===== config.mk =====
export PLATFORM = sky130hd
export DESIGN_NAME = decoder_proj
export DESIGN_NICKNAME = d
export VERILOG_FILES = /design/src/rtl/decoder_proj.sv
export SDC_FILE = /design/constraint.sdc
export NUM_CORES = 1
export LEC_CHECK = 0
export CAP_MARGIN = 25
export CORE_MARGIN = 2
export CORE_UTILIZATION = 45
export CTS_BUF_LIST = sky130_fd_sc_hd__clkbuf_16
export DETAILED_ROUTE_END_ITERATION = 8
export PLACE_DENSITY = 0.72
export SLEW_MARGIN = 15
export SYNTH_ARGS = -nofsm -noshare
export SYNTH_HDL_FRONTEND = slang
export SYNTH_SLANG_ARGS = --single-unit

===== constraint.sdc =====
create_clock -name clk -period 2.9 [get_ports clk]
set_input_delay 0.29 -clock clk [delete_from_list [all_inputs] [get_ports clk]]
set_output_delay 0.29 -clock clk [all_outputs]
set_load 0.05 [all_outputs]

===== src/rtl/decoder_proj.sv =====
// decoder_proj: registered multi-mode 4-bit decoder (one-hot, thermometer, 7-segment, inverted one-hot)
module decoder_proj (
    input  logic        clk,
    input  logic        rst,
    input  logic [6:0]  io_in,
    output logic [15:0] dec_out,
    output logic        valid,
    output logic        parity,
    output logic [7:0]  load_cnt
);
    logic [3:0]  d;
    logic [1:0]  m;
    logic        en;
    logic [6:0]  seg;
    logic [15:0] f;
    logic [15:0] dec_q, dec_d;
    logic        valid_q, valid_d;
    logic        parity_q, parity_d;
    logic [7:0]  cnt_q, cnt_d;
    assign {en, m, d} = io_in;
    // segment order is {g,f,e,d,c,b,a}
    always_comb begin
        seg = 7'h00;
        case (d)
            4'h0: seg = 7'h3F;
            4'h1: seg = 7'h06;
            4'h2: seg = 7'h5B;
            4'h3: seg = 7'h4F;
            4'h4: seg = 7'h66;
            4'h5: seg = 7'h6D;
            4'h6: seg = 7'h7D;
            4'h7: seg = 7'h07;
            4'h8: seg = 7'h7F;
            4'h9: seg = 7'h6F;
            4'hA: seg = 7'h77;
            4'hB: seg = 7'h7C;
            4'hC: seg = 7'h39;
            4'hD: seg = 7'h5E;
            4'hE: seg = 7'h79;
            default: seg = 7'h71;
        endcase
    end
    // thermometer: (2<<d)-1 wraps to 16'hFFFF for d=15
    always_comb f = m == 2'd0 ? 16'd1 << d :
                    m == 2'd1 ? (16'd2 << d) - 16'd1 :
                    m == 2'd2 ? {9'd0, seg} : ~(16'd1 << d);
    always_comb begin
        dec_d    = dec_q;
        parity_d = parity_q;
        cnt_d    = cnt_q;
        valid_d  = en;
        if (en) begin
            dec_d    = f;
            parity_d = ^f;
            cnt_d    = cnt_q + 8'd1;
        end
    end
    always_ff @(posedge clk) begin
        if (rst) begin
            dec_q    <= '0;
            valid_q  <= 1'b0;
            parity_q <= 1'b0;
            cnt_q    <= '0;
        end else begin
            dec_q    <= dec_d;
            valid_q  <= valid_d;
            parity_q <= parity_d;
            cnt_q    <= cnt_d;
        end
    end
    assign dec_out  = dec_q;
    assign valid    = valid_q;
    assign parity   = parity_q;
    assign load_cnt = cnt_q;
endmodule


==> results of run 1 <==
[logic make-up (layout without fill, tap and decap cells)]
logic type | after synthesis | count (layout) | share of synthesized area
compound gates | 67 | 67 | 0.216
xor+xnor | 18 | 18 | 0.0926
fa+ha+maj | 9 | 9 | 0.0524
buf+inv | 30 | 132 | 0.0635
flops | 26 | 26 | 0.242
mux | 25 | 25 | 0.124
simple gates | 89 | 89 | 0.210
[timing repair]
| item | 4_1_cts | 5_1_grt |
|---|---|---|
| gates resized for setup | 41 | 14 |
| buffers inserted | 21 | 7 |
| gates cloned | 1 | 0 |
| pin swaps | 15 | 10 |
| setup endpoints to repair | 1 | 2 |
[final timing paths]
check | slack [ns] | endpoint | cells past startpoint | from
max | 0.08 | parity | 13 | io_in[0]
min | 0.47 | dec_out[12] | 2 | dec_out[12]
max reg2reg | 1.61 | load_cnt[7] | 3 | load_cnt[2]
min reg2reg | 0.47 | dec_out[12] | 2 | dec_out[12]
[power by group]
group          leakage [nW]  internal, W  switching, W
clock                0.0511     0.000274      0.000121
combinational          1.20     0.000292      0.000320
sequential            0.214     0.000382     0.0000167
total                  1.47     0.000948      0.000457
[worst max-delay path, stage by stage]
cell                       delay (ns)
sky130_fd_sc_hd__clkbuf_2        0.10
sky130_fd_sc_hd__buf_6           0.13
sky130_fd_sc_hd__ha_2            0.19
sky130_fd_sc_hd__buf_6           0.14
sky130_fd_sc_hd__or4_4           0.53
sky130_fd_sc_hd__buf_6           0.14
sky130_fd_sc_hd__nand4_1         0.19
sky130_fd_sc_hd__o21ai_2         0.11
sky130_fd_sc_hd__a21oi_2         0.19
sky130_fd_sc_hd__xnor2_2         0.15
sky130_fd_sc_hd__xnor3_1         0.24
sky130_fd_sc_hd__xnor3_1         0.38
sky130_fd_sc_hd__a211oi_2        0.21
[sequential cells by signal, indices dropped and copies added (netlist names)]
| signal | cells |
|---|---|
| valid | 1 |
| load_cnt | 8 |
| parity | 1 |
| dec_out | 16 |
[metrics by stage]
step | setup TNS [ns] | utilization | std cells | instance area (um2) | hold WS, ns
floorplan | 0 | - | 264 | 2150 | 0.585
global placement | -0.449 | 0.618 | 387 | 2880 | 0.463
detailed placement | -0.494 | 0.618 | 387 | 2880 | 0.466
CTS | 0 | 0.709 | 413 | 3300 | 0.477
global route | -0.0155 | 0.731 | 420 | 3410 | 0.512
finish | 0 | 0.731 | 420 | 3410 | 0.474
[synthesized netlist by cell type, types with 3 or more instances]
library cell               instances  share of area
sky130_fd_sc_hd__xnor2_1           8          0.033
sky130_fd_sc_hd__a211oi_1          9          0.031
sky130_fd_sc_hd__nor2_1           31          0.054
sky130_fd_sc_hd__nand4_1           5          0.015
sky130_fd_sc_hd__o21ai_0           6          0.014
sky130_fd_sc_hd__nand3_1           7          0.016
sky130_fd_sc_hd__clkbuf_1         13          0.023
sky130_fd_sc_hd__a31oi_1           3         0.0087
sky130_fd_sc_hd__nand2_1          16          0.028
sky130_fd_sc_hd__inv_1             7          0.012
sky130_fd_sc_hd__a21oi_1          20          0.047
sky130_fd_sc_hd__or3_1             3         0.0087
sky130_fd_sc_hd__nand2b_1          4          0.012
sky130_fd_sc_hd__a221oi_1          3          0.012
sky130_fd_sc_hd__buf_2             7          0.016
sky130_fd_sc_hd__nor2b_1           8          0.023
sky130_fd_sc_hd__nand3b_1          3          0.010
sky130_fd_sc_hd__o31ai_1           3          0.010
sky130_fd_sc_hd__ha_1              9          0.052
sky130_fd_sc_hd__xor2_1            7          0.029
sky130_fd_sc_hd__dfxtp_1          26           0.24
sky130_fd_sc_hd__xnor3_1           3          0.031
sky130_fd_sc_hd__mux2i_1          21          0.098
sky130_fd_sc_hd__o21ai_1           4         0.0093
[per-layer routing]
layer  part of all wire  track usage  vias to the layer above
li1                   -            -                     1157
met2               0.48        0.438                      121
met3              0.066       0.0497                       20
met1               0.43        0.352                     1129
met4              0.024        0.123                        0
met5                  0            0                        -
[layout make-up]
| cell class | count | share of cell area |
|---|---|---|
| inverters | 7 | 0.00771 |
| clock buffers | 3 | 0.0220 |
| clock inverters | 1 | 0.00881 |
| well taps | 54 | 0.0198 |
| multi-input cells | 208 | 0.496 |
| repair buffers | 121 | 0.293 |
| flip-flops and latches | 26 | 0.153 |
==> qor.yml, run 1 <==
yosys:
  synth_cell_types: 52
  syn_inst: 264
  ys_dominant_reg_cell: "sky130_fd_sc_hd__dfxtp_1"
  postSynthRegisterBits: 26
  synthesis.yosys.warnings: 0
  synth_fp_nets: 282
  yosysSeqAreaShare: 0.242
  asyncSetResetFlopFracSynth: 0
  postSynthAreaPerCell_um2: 8.14
  syn_area_um2: 2150
  synth-edff-count: 0
setup_path:
  critPathArrivalTime_ns: 2.99
  setup.worst_path.end_class: "flip-flop"
  timing_worst_setup_path_type: "input pin to flip-flop"
  worstSetupStartpointType: "input pin"
  required_ns: 3.07
  worstPathMaxFanout: 7
floorplan:
  die_height_um: 73.1
  io_pins: 35
  fp.coreArea_um2: 4660
  die-width_um: 73.1
  die-area_um2: 5340
  floorplan.initialDensity: 0.461
  placementRows: 25
status:
  outcome: "completed"
clocking:
  clkLatencyLatePin_ns: 0.26
  cts_made_buffers: 3
  ctsHtreeMaxLevel: 1
  cts-root-to-sink-buffers: 2
  root_buffer: "sky130_fd_sc_hd__clkbuf_16"
  cts-hold-fix-buffers: 0
  tritoncts_clock_tree: "done"
  cts_sinks: 26
  clkTransAtPathRegs_ns: 0.06
power_and_ir_drop:
  design_power_total_w: 0.00141
  power-per-cell-area_nw_per_um2: 413
  peakVddDrop_mv: 0.319
  power_leakage_nw: 1.47
drt:
  drt-pass1-iter-count: 7
  vias_per_cell: 5.78
  final_antenna_net_count: 0
  post-route-drc-count: 0
  post_drt_wl_per_cell_um: 17.1
  detail_route.iter0.violations: 217
  route.final.wire_length_um: 7190
  detailroute.via_count: 2427
timing:
  fin_ws_ns: 0.0755
  worstMarginPinSlew_ns: 0.970
  finalMaxSlewViolations: 0
  count_of_final_hold_check_violations: 0
  setup-violations-final: 0
  final.min_clock_period_ns: 2.82
  max-slew-margin-rel: 0.352
  timing.fmax_mhz: 354
  fin_skew_ns: 0.00215
  layout_worst_path_cycle_share: 0.974
worst_hold_path:
  worstHoldPathType: "flip-flop to flip-flop"
global_routing:
  initial_antenna_violation_count: 0
  gr-usage-all-layers: 0.272
  overflow_left_after_global_routing: 0
  grt_pass1_wl_um: 11400
  grt_max_degree: 28
  number_of_global_route_vias_before_repair: 2323
place:
  input_output_buffers: 34
  finalWeightedCongestion: 0.941
  worst_case_setup_slack_after_placement_ns: -0.494
  post-dp-hpwl_um: 4390
cells_and_area:
  antenna_cells_inserted: 0
  multi_input_area_um2: 1690
  layout-area-overhead-vs-synth_pct: 58.6
  seqCellArea_um2: 520
  layout.cells.most_common: "sky130_fd_sc_hd__buf_4"
  design.final.nets: 385
  final.fill_count: 324
  final_layout_size_suffix_gt1_frac: 0.358
  final_cell_mix: "sky130_fd_sc_hd__buf_4 (81), sky130_fd_sc_hd__clkdlybuf4s50_1 (30), sky130_fd_sc_hd__nor2_1 (29)"
flow_run:
  timing.max_cap.violations: 0
(Power assumes the default switching activity.)
==> run 2, diff against run 1 <==
CORE_ASPECT_RATIO = 0.6   (was unset)
CTS_CLUSTER_DIAMETER = 200   (was unset)
GPL_TIMING_DRIVEN = 0   (was unset)
==> qor.yml, run 2 (synthesized netlist as in run 1, its figures left out) <==
status:
  outcome: "completed"
power_and_ir_drop:
  part_of_the_total_power_dissipated_in_sequential_elements: 0.332  # +0.049
  power_leakage_nw: 1.09  # -26%
  power-per-cell-area_nw_per_um2: 435  # +5.5%
  p_sw_w: 0.000421  # -8.1%
  pwr-share-comb: 0.413  # -0.023
  sw_frac_of_total: 0.352  # +0.0265
  design_power_total_w: 0.00120  # -15%
  p_int_w: 0.000775  # -18%
  peakVddDrop_mv: 0.322  # +0.85%
  clockPowerShare: 0.255  # -0.026
floorplan:
  die-area_um2: 5360  # +0.34%
  floorplan.initialDensity: 0.468  # +0.00729
  io_pins: 35  # unchanged
  die-width_um: 93.2  # +28%
  die_height_um: 57.5  # -21%
  fp.coreArea_um2: 4590  # -1.6%
  placementRows: 19  # -24%
worst_hold_path:
  hold_path.startpoint: "rst"
  worst_hold_path.num_cells: 2  # unchanged
  worstHoldEndpoint: "valid"
  worstHoldPathType: "input pin to flip-flop"
cells_and_area:
  final_layout_size_suffix_gt1_frac: 0.142  # -0.216
  final_cell_mix: "sky130_fd_sc_hd__nor2_1 (31), sky130_fd_sc_hd__clkdlybuf4s50_1 (27), sky130_fd_sc_hd__dfxtp_1 (26)"
  layout-area-overhead-vs-synth_pct: 27.8
  antenna_cells_inserted: 0  # unchanged
  layout.cells.most_common: "sky130_fd_sc_hd__nor2_1"
  design.final.nets: 321  # -17%
  largest_register_ffs: 16  # unchanged
  layout_utilization: 0.599  # -0.133
global_routing:
  initial_antenna_violation_count: 0  # unchanged
  overflow_left_after_global_routing: 0  # unchanged
  gr-usage-all-layers: 0.238  # -0.0337
  grt_max_degree: 15  # -46%
  grt_pass1_wl_um: 9980  # -12%
  number_of_global_route_vias_before_repair: 1924  # -17%
setup_path:
  worstSetupStartpointType: "input pin"
  crit_family: "buffers and inverters"
  critPathArrivalTime_ns: 3.05  # +0.06 ns
  regToRegSetupSlack_ns: 1.56  # -0.05 ns
  required_ns: 3.08  # about the same
  worstPathMaxFanout: 10  # +3
  timing.rr.end: "load_cnt[5]"
  critical_path_buf_inv_count: 3  # -1
  crit_path_frequent_cell: "sky130_fd_sc_hd__xnor2_1"
  path_depth: 10  # -3
  timing.critical_path.cells: "clkdlybuf4s50_1 -> buf_4 -> clkbuf_1 -> mux2i_1 -> a21oi_1 -> xnor2_1 -> xnor2_1 -> xnor2_1 -> xnor3_1 -> a211oi_2"
  max_stage_delay_ns: 0.56  # +0.03 ns
  reg2reg_depth: 3  # unchanged
  crit-reg2reg-launch: "load_cnt[2]"
  timing_worst_setup_path_type: "input pin to flip-flop"
  setup.worst_path.end_class: "flip-flop"
  slowest_stage: "sky130_fd_sc_hd__clkdlybuf4s50_1"
place:
  finalWeightedCongestion: 0.954  # +1.4%
  post-dp-hpwl_um: 4650  # +5.8%
  input_output_buffers: 31  # -8.8%
drt:
  detailroute.wirelength.met2_um: 2430  # -30%
  detailroute.via_count: 2185  # -10%
  route.layer.met1.wl_um: 3030  # -1.5%
  topRoutingLayerUsed: "met4"
  detail_route.iter0.violations: 259  # +19%
  final_antenna_net_count: 0  # unchanged
  post_drt_wl_per_cell_um: 17.0  # -0.66%
  vias_per_cell: 5.99  # +3.6%
  route.final.wire_length_um: 6210  # -14%
  wl_met3_um: 683  # +44%
  post-route-drc-count: 0  # unchanged
  drt-pass1-iter-count: 5  # -2
timing:
  worstMarginPinSlew_ns: 0.655  # -0.315 ns
  setup-violations-final: 0  # unchanged
  final.min_clock_period_ns: 2.87  # +0.0456 ns
  count_of_final_hold_check_violations: 0  # unchanged
  max-slew-margin-rel: 0.564  # +0.212
  fin_skew_ns: 0.00320  # +0.00105 ns
  timing.fmax_mhz: 348  # -1.6%
  layout_worst_path_cycle_share: 0.990  # +0.0157
  finalMaxSlewViolations: 0  # unchanged
clocking:
  clkLatencyLatePin_ns: 0.26  # about the same
  clkTransAtPathRegs_ns: 0.06  # about the same
  cts-root-to-sink-buffers: 2  # unchanged
  root_buffer: "sky130_fd_sc_hd__clkbuf_16"
  cts_made_buffers: 3  # unchanged
  ctsHtreeMaxLevel: 1  # unchanged
  tritoncts_clock_tree: "done"
  cts-hold-fix-buffers: 0  # unchanged
  cts_sinks: 26  # unchanged
flow_run:
  timing.max_cap.violations: 0  # unchanged
-- run 2: changes by cell type in the layout (fill, tap and decap cells not counted), sizes merged --
cell | before | now
bufinv | 1 | 0
buf | 87 | 17
dlygate4sd2 | 2 | 0
clkbuf | 5 | 16
clkinv | 0 | 1
clkdlybuf4s50 | 30 | 27
-- run 2: cell type report --
cell class,count,area [um2]
Buffer,23,140
Clock buffer,3,75.1
Clock inverter,1,3.75
Fill cell,407,1840
Inverter,7,33.8
Multi-Input combinational cell,208,1580
Sequential cell,26,520
Tap cell,63,78.8
Timing Repair Buffer,34,318
-- run 2: worst max path at each step --
stage	startpoint	to	slack [ns]
after floorplan	io_in[1]	parity	0.06
after detailed placement	io_in[1]	parity	-1.10
after global placement	io_in[1]	parity	-1.06
after global routing	io_in[0]	parity	-0.008
after CTS	io_in[1]	parity	0.002
final	io_in[4]	parity	0.03
-- run 2: per-layer routing --
metal	up-vias	GRT usage
li1	1029	-
met5	-	0
met2	116	0.321
met4	0	0.0357
met1	1028	0.365
met3	12	0.0885
-- run 2: metrics by stage --
step	area [um2]	hold WS, ns	setup TNS, ns	cells	worst slack, ns
2_1_floorplan	2150	0.585	0	264	0.0560
3_3_place_gp	2540	0.466	-2.70	358	-1.06
3_5_place_dp	2540	0.469	-2.71	358	-1.10
4_1_cts	2700	0.380	0	363	0.00208
5_1_grt	2750	0.409	-0.00821	365	-0.00821
6_report	2750	0.373	0	365	0.0299
-- run 2: power by group through the flow --
stage,registers (W),logic (W),clock network [W]
floorplan,0.000487,0.000257,0
global placement,0.000404,0.000451,0
detailed placement,0.000404,0.000456,0
CTS,0.000397,0.000478,0.000309
global route,0.000400,0.000522,0.000322
finish,0.000397,0.000494,0.000305
-- run 2: repair_timing --
item | in CTS | in global routing
resized for setup | 36 | 17
gates cloned | 0 | 0
endpoints found under the hold margin | 0 | 0
endpoints found under the setup margin | 4 | 1
pin swaps | 2 | 8
setup buffers | 1 | 2
